<file path="src/rtl/hbm_delay_drain_if.sv">
// Delay-FIFO front entry and NoC output handshake seen by the HBM response drain.
interface hbm_delay_drain_if #(
   parameter int NOC_DATA_WIDTH = 64,
   parameter int TIMERw         = 32
);
   logic                      fifo_empty;
   logic [NOC_DATA_WIDTH-1:0] fifo_flit;
   logic                      fifo_head;
   logic                      fifo_tail;
   logic [TIMERw-1:0]         fifo_exp_time;
   logic                      fifo_rd_en;
   logic                      noc_val_out;
   logic [NOC_DATA_WIDTH-1:0] noc_data_out;
   logic                      noc_rdy_in;

   modport slave (
      input  fifo_empty, fifo_flit, fifo_head, fifo_tail, fifo_exp_time, noc_rdy_in,
      output fifo_rd_en, noc_val_out, noc_data_out
   );

   modport master (
      output fifo_empty, fifo_flit, fifo_head, fifo_tail, fifo_exp_time, noc_rdy_in,
      input  fifo_rd_en, noc_val_out, noc_data_out
   );
endinterface

</file>
<file path="src/rtl/hbm_delay_drain.sv">
// Releases time-stamped flits from a FWFT delay FIFO once the packet header is due,
// then streams the rest of the packet onto a NoC val/rdy port.
module hbm_delay_drain #(
   parameter int NOC_DATA_WIDTH = 64,
   parameter int TIMERw         = 32,
   parameter int CNTw           = 16
) (
   input  logic               clk,
   input  logic               rst_n,
   input  logic [TIMERw-1:0]  now_time,
   hbm_delay_drain_if.slave   bus,
   output logic [CNTw-1:0]    pkt_cnt,
   output logic [CNTw-1:0]    late_cnt,
   output logic               proto_err
);
   typedef enum logic [1:0] {IDLE, WAIT, STREAM} state_t;

   state_t            state, state_nxt;
   logic [TIMERw-1:0] diff;
   logic              due, late, load, rel, pop, hdr_pop, err_set;

   // Modular difference keeps the due check correct across time-base wrap.
   assign diff    = now_time - bus.fifo_exp_time;
   assign due     = ~diff[TIMERw-1];
   assign late    = due & (diff != '0);
   assign load    = ~bus.noc_val_out | bus.noc_rdy_in;
   // Heads always wait for their due time; any other flit goes immediately.
   assign rel     = bus.fifo_head ? due : 1'b1;
   assign pop     = rst_n & load & ~bus.fifo_empty & rel;
   assign hdr_pop = pop & bus.fifo_head;
   assign bus.fifo_rd_en = pop;

   always_ff @(posedge clk or negedge rst_n) begin
      if (!rst_n) state <= IDLE;
      else        state <= state_nxt;
   end

   always_comb begin
      state_nxt = state;
      err_set   = 1'b0;
      if (!bus.fifo_empty) begin
         case (state)
            IDLE, WAIT, STREAM: begin
               if (bus.fifo_head) begin
                  // A head inside STREAM closes the open packet and starts a new one.
                  if (state == STREAM) err_set = 1'b1;
                  if (pop)           state_nxt = bus.fifo_tail ? IDLE : STREAM;
                  else if (!due)     state_nxt = WAIT;
                  else if (state == STREAM) state_nxt = IDLE;
               end else if (state == STREAM) begin
                  if (pop && bus.fifo_tail) state_nxt = IDLE;
               end else begin
                  err_set = 1'b1;
               end
            end
            default: state_nxt = IDLE;
         endcase
      end
   end

   always_ff @(posedge clk or negedge rst_n) begin
      if (!rst_n) begin
         bus.noc_val_out  <= 1'b0;
         bus.noc_data_out <= '0;
      end else if (pop) begin
         bus.noc_val_out  <= 1'b1;
         bus.noc_data_out <= bus.fifo_flit;
      end else if (bus.noc_rdy_in) begin
         bus.noc_val_out  <= 1'b0;
      end
   end

   always_ff @(posedge clk or negedge rst_n) begin
      if (!rst_n) begin
         pkt_cnt   <= '0;
         late_cnt  <= '0;
         proto_err <= 1'b0;
      end else begin
         if (hdr_pop && pkt_cnt != '1)          pkt_cnt  <= pkt_cnt + CNTw'(1);
         if (hdr_pop && late && late_cnt != '1) late_cnt <= late_cnt + CNTw'(1);
         if (err_set)                           proto_err <= 1'b1;
      end
   end
endmodule

</file>
<file path="src/flat_wrapper.sv">
// flat-port wrapper written by rule: the top's interface ports become plain ports
module hbm_delay_drain_flat 
#(
   parameter int NOC_DATA_WIDTH = 64,
   parameter int TIMERw         = 32,
   parameter int CNTw           = 16
)
  (clk, rst_n, now_time, pkt_cnt, late_cnt, proto_err, bus_fifo_empty, bus_fifo_flit, bus_fifo_head, bus_fifo_tail, bus_fifo_exp_time, bus_noc_rdy_in, bus_fifo_rd_en, bus_noc_val_out, bus_noc_data_out);
  hbm_delay_drain_if #(.NOC_DATA_WIDTH(NOC_DATA_WIDTH), .TIMERw(TIMERw)) bus_i ();
  input  logic clk;
  input  logic rst_n;
  input  logic [TIMERw-1:0] now_time;
  output logic [CNTw-1:0] pkt_cnt;
  output logic [CNTw-1:0] late_cnt;
  output logic proto_err;
  input wire logic [$bits(bus_i.fifo_empty)-1:0] bus_fifo_empty;
  input wire logic [$bits(bus_i.fifo_flit)-1:0] bus_fifo_flit;
  input wire logic [$bits(bus_i.fifo_head)-1:0] bus_fifo_head;
  input wire logic [$bits(bus_i.fifo_tail)-1:0] bus_fifo_tail;
  input wire logic [$bits(bus_i.fifo_exp_time)-1:0] bus_fifo_exp_time;
  input wire logic [$bits(bus_i.noc_rdy_in)-1:0] bus_noc_rdy_in;
  output wire logic [$bits(bus_i.fifo_rd_en)-1:0] bus_fifo_rd_en;
  output wire logic [$bits(bus_i.noc_val_out)-1:0] bus_noc_val_out;
  output wire logic [$bits(bus_i.noc_data_out)-1:0] bus_noc_data_out;
  assign bus_i.fifo_empty = bus_fifo_empty;
  assign bus_i.fifo_flit = bus_fifo_flit;
  assign bus_i.fifo_head = bus_fifo_head;
  assign bus_i.fifo_tail = bus_fifo_tail;
  assign bus_i.fifo_exp_time = bus_fifo_exp_time;
  assign bus_i.noc_rdy_in = bus_noc_rdy_in;
  assign bus_fifo_rd_en = bus_i.fifo_rd_en;
  assign bus_noc_val_out = bus_i.noc_val_out;
  assign bus_noc_data_out = bus_i.noc_data_out;
  hbm_delay_drain #(.NOC_DATA_WIDTH(NOC_DATA_WIDTH), .TIMERw(TIMERw), .CNTw(CNTw)) u_core (.clk(clk), .rst_n(rst_n), .now_time(now_time), .bus(bus_i), .pkt_cnt(pkt_cnt), .late_cnt(late_cnt), .proto_err(proto_err));
endmodule
</file>
<file path="config.mk">
export PLATFORM = sky130hd
export DESIGN_NAME = hbm_delay_drain_flat
export DESIGN_NICKNAME = d
export VERILOG_FILES = /design/src/rtl/hbm_delay_drain_if.sv /design/src/rtl/hbm_delay_drain.sv /design/src/flat_wrapper.sv
export SDC_FILE = /design/constraint.sdc
export NUM_CORES = 1
export LEC_CHECK = 0
export CAP_MARGIN = 5
export CORE_MARGIN = 2
export CORE_UTILIZATION = 28
export DETAILED_ROUTE_END_ITERATION = 16
export PLACE_DENSITY = 0.63
export SKIP_LAST_GASP = 1
export SLEW_MARGIN = 10
export SYNTH_ARGS = -nofsm -noshare
export SYNTH_HDL_FRONTEND = slang
export SYNTH_SLANG_ARGS = --single-unit
</file>
<file path="constraint.sdc">
create_clock -name clk -period 4 [get_ports clk]
set_clock_uncertainty 0.2 [all_clocks]
set_input_delay 0.6 -clock clk [delete_from_list [all_inputs] [get_ports clk]]
set_output_delay 0.6 -clock clk [all_outputs]
set_load 0.05 [all_outputs]
</file>
==> results of run 1 <==
==> metrics by stage <==
| stage | TNS (ps) | worst slack (ps) | power (mW) | cell area [µm²] |
|---|---|---|---|---|
| floorplan | 0 | 165 | 2.71 | 6370 |
| global placement | -23370 | -446 | 3.57 | 9760 |
| detailed placement | -24350 | -531 | 3.59 | 9760 |
| CTS | -59.9 | -59.9 | 4.52 | 10300 |
| global route | -93.0 | -28.9 | 4.75 | 10600 |
| finish | 0 | 99.6 | 4.53 | 10600 |
==> worst register-to-register path: stages, from the launching register on <==
cell	delay [ps]
dfrtp_1	430
and3_1	230
and3_1	190
and2_1	190
nand4_1	230
nor3_1	730
nor3_2	120
mux2_4	330
==> layer usage <==
metal  vias up  track usage
li1       2968            -
met1      2882        0.209
met2       159        0.275
met3        36       0.0252
met4         2       0.0472
met5         -            0
==> cell type report <==
type                       count  area (µm²)
antenna                        1        2.50
clock buffer                   9         225
clock inverter                 7        68.8
fill                        2098       11900
inverter                      43         161
multi-input combinational    466        4000
sequential                   100        2500
tap                          285         357
timing repair buffer         344        3260
==> repair_timing <==
action	CTS	global route
setup endpoints to repair	17	18
buffers inserted	2	8
cloned	1	0
pin swaps	19	23
resized for setup	54	39
==> power groups by stage <==
stage          Clock (mW)  Sequential, mW  Combinational [mW]
6_report            0.867            1.38                2.27
3_5_place_dp            0            1.40                2.19
5_1_grt             0.939            1.41                2.39
3_3_place_gp            0            1.39                2.18
4_1_cts             0.895            1.38                2.24
2_1_floorplan           0            2.15               0.555
==> sequential cells by signal, indices dropped and copies added (netlist names) <==
signal                   cells
u_core.bus.noc_data_out     64
u_core.late_cnt             16
u_core.pkt_cnt              16
u_core.state                 2
u_core.bus.noc_val_out       1
u_core.proto_err             1
==> worst min-delay path by stage <==
stage / startpoint / endpoint / slack, ps / depth (start not counted)
floorplan: rst_n / u_core.bus.noc_data_out[0] / 100 / 0
global placement: u_core.proto_err / u_core.proto_err / 260 / 1
detailed placement: u_core.proto_err / u_core.proto_err / 260 / 1
CTS: rst_n / u_core.pkt_cnt[3] / 100 / 2
global route: rst_n / u_core.pkt_cnt[4] / 120 / 2
finish: rst_n / u_core.pkt_cnt[4] / 90 / 2
==> logic make-up after synthesis <==
family | synth area share
adders and majority gates | 0.0680
AOI/OAI and AO/OA | 0.145
xor gates and xnor gates | 0.0536
buffers and inverters | 0.0454
and+or+nand+nor | 0.163
muxes | 0.133
DFF | 0.393
==> layout by cell type (no fill, tap or decap), types with 6 or more instances in the layout <==
cell	Yosys	layout
buf_12	0	6
nand3_1	24	22
nor2_1	25	24
nand4_1	18	18
dlygate4sd2_1	0	11
nor3_2	4	6
ha_1	33	21
inv_2	0	6
xor2_1	27	27
buf_4	0	104
nor2b_1	7	7
xnor2_1	12	12
inv_1	43	37
nand2_1	44	41
o21ai_0	21	18
mux2_2	67	66
clkdlybuf4s50_1	0	214
a21oi_2	1	8
and3_1	15	15
dfrtp_1	100	100
clkbuf_16	0	10
a21oi_1	34	26
a21o_1	16	16
nor3_1	15	13
ha_4	0	11
==> impl_metrics.toml, run 1 <==
[run_status]
status = "finished, final reports clean"

[synthesis]
yosys-top-cells-count = "dfrtp_1 (100), mux2_2 (67), nand2_1 (44)"
synth_top_flop_cell = "dfrtp_1"
post-synth-top-area-cell = "dfrtp_1"
post-synth-top-count-cell = "dfrtp_1"
syn-cell-area_um2 = 6370
synthesis.nets = 803
avgSynthCellArea_um2 = 10.0
synth-seq-cells = 100
postSynth.asyncResetShare = 1.00
ys_warn_count = 0
register_area_share_after_synthesis = 0.393
postSynthCellCount = 635
netlist_top_cells_area = "dfrtp_1 (39%), mux2_2 (12%), ha_1 (6.5%)"
synth_cell_types = 74
synth_enable_flop_cells = 0
yosysTopAreaCellShare = 0.393

[die]
die_height_um = 155
core_area_um2 = 22500
rows = 55
starting_density_of_the_core = 0.283
io-pin-count = 233
design.die.area_um2 = 24000
die_w_um = 155

[route]
route.detailed.wl_per_inst_um = 15.9
highest_layer = "met5"
detail_route.wirelength_um = 20000
drc = 0
num_vias = 6047
route.detailed.vias_per_inst = 4.82
drtPass1Iterations = 4
met1Wirelength_um = 8890
drt_iter0_drc = 330
wl_met3_um = 843
routed-wl-met2_um = 9810
ant_nets = 0

[global_route]
vias_in_the_first_global_route = 5984
grt_remaining_overflow = 0
largest_net_degree_at_the_start_of_global_routing = 69
grt_first_pass_wirelength_um = 31000
grt_antenna_before_repair = 2
grt.total_usage = 0.160

[finish]
final_util = 0.470
fin_nets = 1132
stdcell_count = 1255
areaGrowthSynthToFinish_pct = 66.0
post_route_cells_drive_above_1_share = 0.292

[sta]
worst_hold_slack_ps = 94.2
timing.final.hold_violations = 0
grt_setup_unrepaired = "yes"
final_number_of_setup_violating_endpoints = 0
final.min_clock_period_ps = 3900
worst_pin_slew_ps = 867
ratio_of_final_minimum_period_to_clock_period = 0.975
upper_clock_frequency_limit_ghz = 0.256
relSlewSlack = 0.418
final_max_slew_viol_count = 0

[placement]
placed_cells = 1228
dp.final_hpwl_um = 15600
gp_congestion = 0.856
place.port_buffers = 232

[critical_path]
worst_setup_path_end_kind = "output port"
crit_path_max_incr_delay_ps = 450
setup.worst_path.class = "in2out"
timing.critical_path.arrival_ps = 3100
setup.worst_path.start_class = "input pin"
critical_path_depth = 15
cp_data_required_time_ps = 3200
regToRegEndpoint = "u_core.late_cnt[1]"
path_buf_inv = 5
crit_slowest_cell = "clkdlybuf4s50_1"
cpLargestDelayFamily = "buffers and inverters"
ff2ff_path_depth = 7
critPathMaxFanout = 8
cp-endpoint = "bus_fifo_rd_en"
rrSetupSlack_ps = 1240
startpoint = "bus_fifo_exp_time[14]"
timing.critical_path.cells = "clkdlybuf4s50_1 > inv_1 > ha_4 > buf_6 > nand2_2 > nor2_4 > buf_12 > o211ai_4 > a211oi_4 > o21ai_2 > o21ai_2 > xnor2_1 > nand2_1 > and2_4 > buf_12"
crit-reg2reg-launch = "u_core.late_cnt[7]"

[power]
p_int_mw = 2.62
sw_pwr_mw = 1.91
p_clk_frac = 0.192
power_density_nw_per_um2 = 428
irDropWorstVdd_mv = 0.343
cellLeakagePower_nw = 4.58
seqPwrFrac = 0.306
power.share.combinational = 0.503
p_sw_frac = 0.422

[clock_tree]
cts-htree-levels = 3
postCtsHoldBufs = 0
cts_max_path_buffers = 2
tritoncts = "built"
cts_root_buf = "clkbuf_16"
clock_latency_ps = 350
clock_sinks = 100
cts_made_buffers = 9
clk_pin_slew_ps = 80

[job]
cap_violations = 0

[worst_hold_path]
worstHoldPathType = "in2async"
No activity file was read; power rests on OpenSTA's default activity.
==> run 2: changes to the inputs <==
- TNS_END_PERCENT: not set -> 20
==> run 2 against run 1 <==
Net effect: sequential cell count stayed put; clock power is 0.7% higher; fmax is 1.8% lower; critical path depth is 1 lower; highest routed layer unchanged; die area stayed put.
==> impl_metrics.toml, run 2 (synthesis results as in run 1) <==
[run_status]
status = "finished, final reports clean"

[global_route]
grt_remaining_overflow = 0
grt_first_pass_wirelength_um = 30500
grt_antenna_before_repair = 2
vias_in_the_first_global_route = 5902
grt.total_usage = 0.157
largest_net_degree_at_the_start_of_global_routing = 69

[finish]
nFillCells = 2084
post_route_cells_drive_above_1_share = 0.284
flip_flop_count_of_the_largest_register_all_copies_and_words_added = 64
biggestRegsByFlops = "u_core.bus.noc_data_out: 64 flops, u_core.late_cnt: 16 flops, u_core.pkt_cnt: 16 flops"
areaGrowthSynthToFinish_pct = 66.6
layout.cells.most_common = "clkdlybuf4s50_1"
top_register = "u_core.bus.noc_data_out"
fin_nets = 1135
mostFrequentLayoutCells = "clkdlybuf4s50_1 (225), buf_4 (104), dfrtp_1 (100)"
multiInputGateArea_um2 = 3980
final_util = 0.472
finalInstanceArea_um2 = 10600
register_area_um2 = 2500

[sta]
final_max_slew_viol_count = 0
worst_pin_slew_ps = 1330
timing.final.hold_violations = 0
upper_clock_frequency_limit_ghz = 0.252
relSlewSlack = 0.101
ratio_of_final_minimum_period_to_clock_period = 0.993
grt_setup_unrepaired = "yes"
final.min_clock_period_ps = 3970
final_number_of_setup_violating_endpoints = 0

[placement]
gp_congestion = 0.856
place.port_buffers = 232
dp.final_hpwl_um = 15600
detailed_place.area_um2 = 9760

[clock_tree]
cts_max_path_buffers = 2
cts_root_buf = "clkbuf_16"
cts_made_buffers = 9
tritoncts = "built"
clock_latency_ps = 350
clock_sinks = 100
postCtsHoldBufs = 0
cts-htree-levels = 3
clk_pin_slew_ps = 80

[die]
design.die.area_um2 = 24000
core_area_um2 = 22500
die_height_um = 155
die_w_um = 155
io-pin-count = 233
starting_density_of_the_core = 0.283
rows = 55

[critical_path]
setup.worst_path.start_class = "input pin"
critPathMaxFanout = 6
worst_setup_path_end_kind = "output port"
setup.worst_path.class = "in2out"
ff2ff_path_depth = 7
cp_data_required_time_ps = 3200
timing.critical_path.arrival_ps = 3170

[job]
cap_violations = 0

[route]
drt_iter0_drc = 287
route.detailed.wl_per_inst_um = 15.8
ant_nets = 0
route.detailed.vias_per_inst = 4.80
detail_route.wirelength_um = 19900
num_vias = 6039
drtPass1Iterations = 5
drc = 0

[power]
irDropWorstVdd_mv = 0.332
report.power.total_mw = 4.52
cellLeakagePower_nw = 4.58
power_density_nw_per_um2 = 426

[worst_hold_path]
worstHoldPathType = "in2async"
[run 2: changes by cell type in the layout (fill, tap and decap cells not counted), sizes merged]
cell	change
dlygate4sd2	-11
clkdlybuf4s50	+11
buf	+3
[run 2: timing repair]
item,CTS,global route
cloned,0,1
setup buffers,1,11
setup endpoints to repair,17,20
resized for setup,11,68
pin swaps,8,29
[run 2: layout make-up]
cell class / count / area share
Multi-Input combinational cell: 466 / 0.375
Timing Repair Buffer: 347 / 0.312
Sequential cell: 100 / 0.236
Tap cell: 285 / 0.0336
Clock buffer: 9 / 0.0212
Inverter: 43 / 0.0152
Clock inverter: 7 / 0.00648
Antenna cell: 1 / 0.000236
[run 2: per-layer routing]
metal	wire length (µm)	share of wire	vias up	GRT usage
li1	-	-	2978	-
met2	9920	0.50	148	0.274
met5	9	0.00045	-	0
met1	8780	0.44	2883	0.206
met3	887	0.045	28	0.0238
met4	335	0.017	2	0.0370
[run 2: worst paths after layout]
path                                 startpoint                     endpoint  slack (ps)
min                                       rst_n            u_core.pkt_cnt[4]         100
min reg2reg                    u_core.proto_err             u_core.proto_err         280
max                        bus_fifo_exp_time[6]               bus_fifo_rd_en          30
max in group asynchronous                 rst_n  u_core.bus.noc_data_out[29]        2280
max reg2reg                  u_core.late_cnt[7]           u_core.late_cnt[7]         960
min in group clk               u_core.proto_err             u_core.proto_err         280
[run 2: power by group]
part / total, mW / switching, mW / internal [mW] / leakage (nW)
registers: 1.38 / 0.150 / 1.23 / 1.23
logic: 2.26 / 1.33 / 0.939 / 3.20
clock network: 0.873 / 0.433 / 0.439 / 0.143
[run 2: critical path: stages]
cell	delay (ps)
clkdlybuf4s50_1	470
inv_2	50
ha_4	260
buf_6	110
nand4_1	120
a21oi_2	230
o211ai_4	150
a211oi_4	290
o21ai_2	110
o21ai_2	210
xnor2_1	140
nand2_1	80
and2_4	190
buf_12	150
[run 2: through the flow]
| stage | setup TNS [ps] | hold slack (ps) | worst slack [ps] | instances |
|---|---|---|---|---|
| 2_1_floorplan | 0 | 104 | 165 | 635 |
| 3_3_place_gp | -23370 | 260 | -446 | 1228 |
| 3_5_place_dp | -24350 | 261 | -531 | 1228 |
| 4_1_cts | -601 | 101 | -71.8 | 1245 |
| 5_1_grt | -568 | 119 | -78.0 | 1258 |
| 6_report | 0 | 95.8 | 27.9 | 1258 |
==> run 3: changes to the inputs <==
- CTS_BUF_LIST: not set -> sky130_fd_sc_hd__clkbuf_4 sky130_fd_sc_hd__clkbuf_8 sky130_fd_sc_hd__clkbuf_16
==> results of run 3 <==
No change in the layout: final DEF, timing and power equal those of run 2.
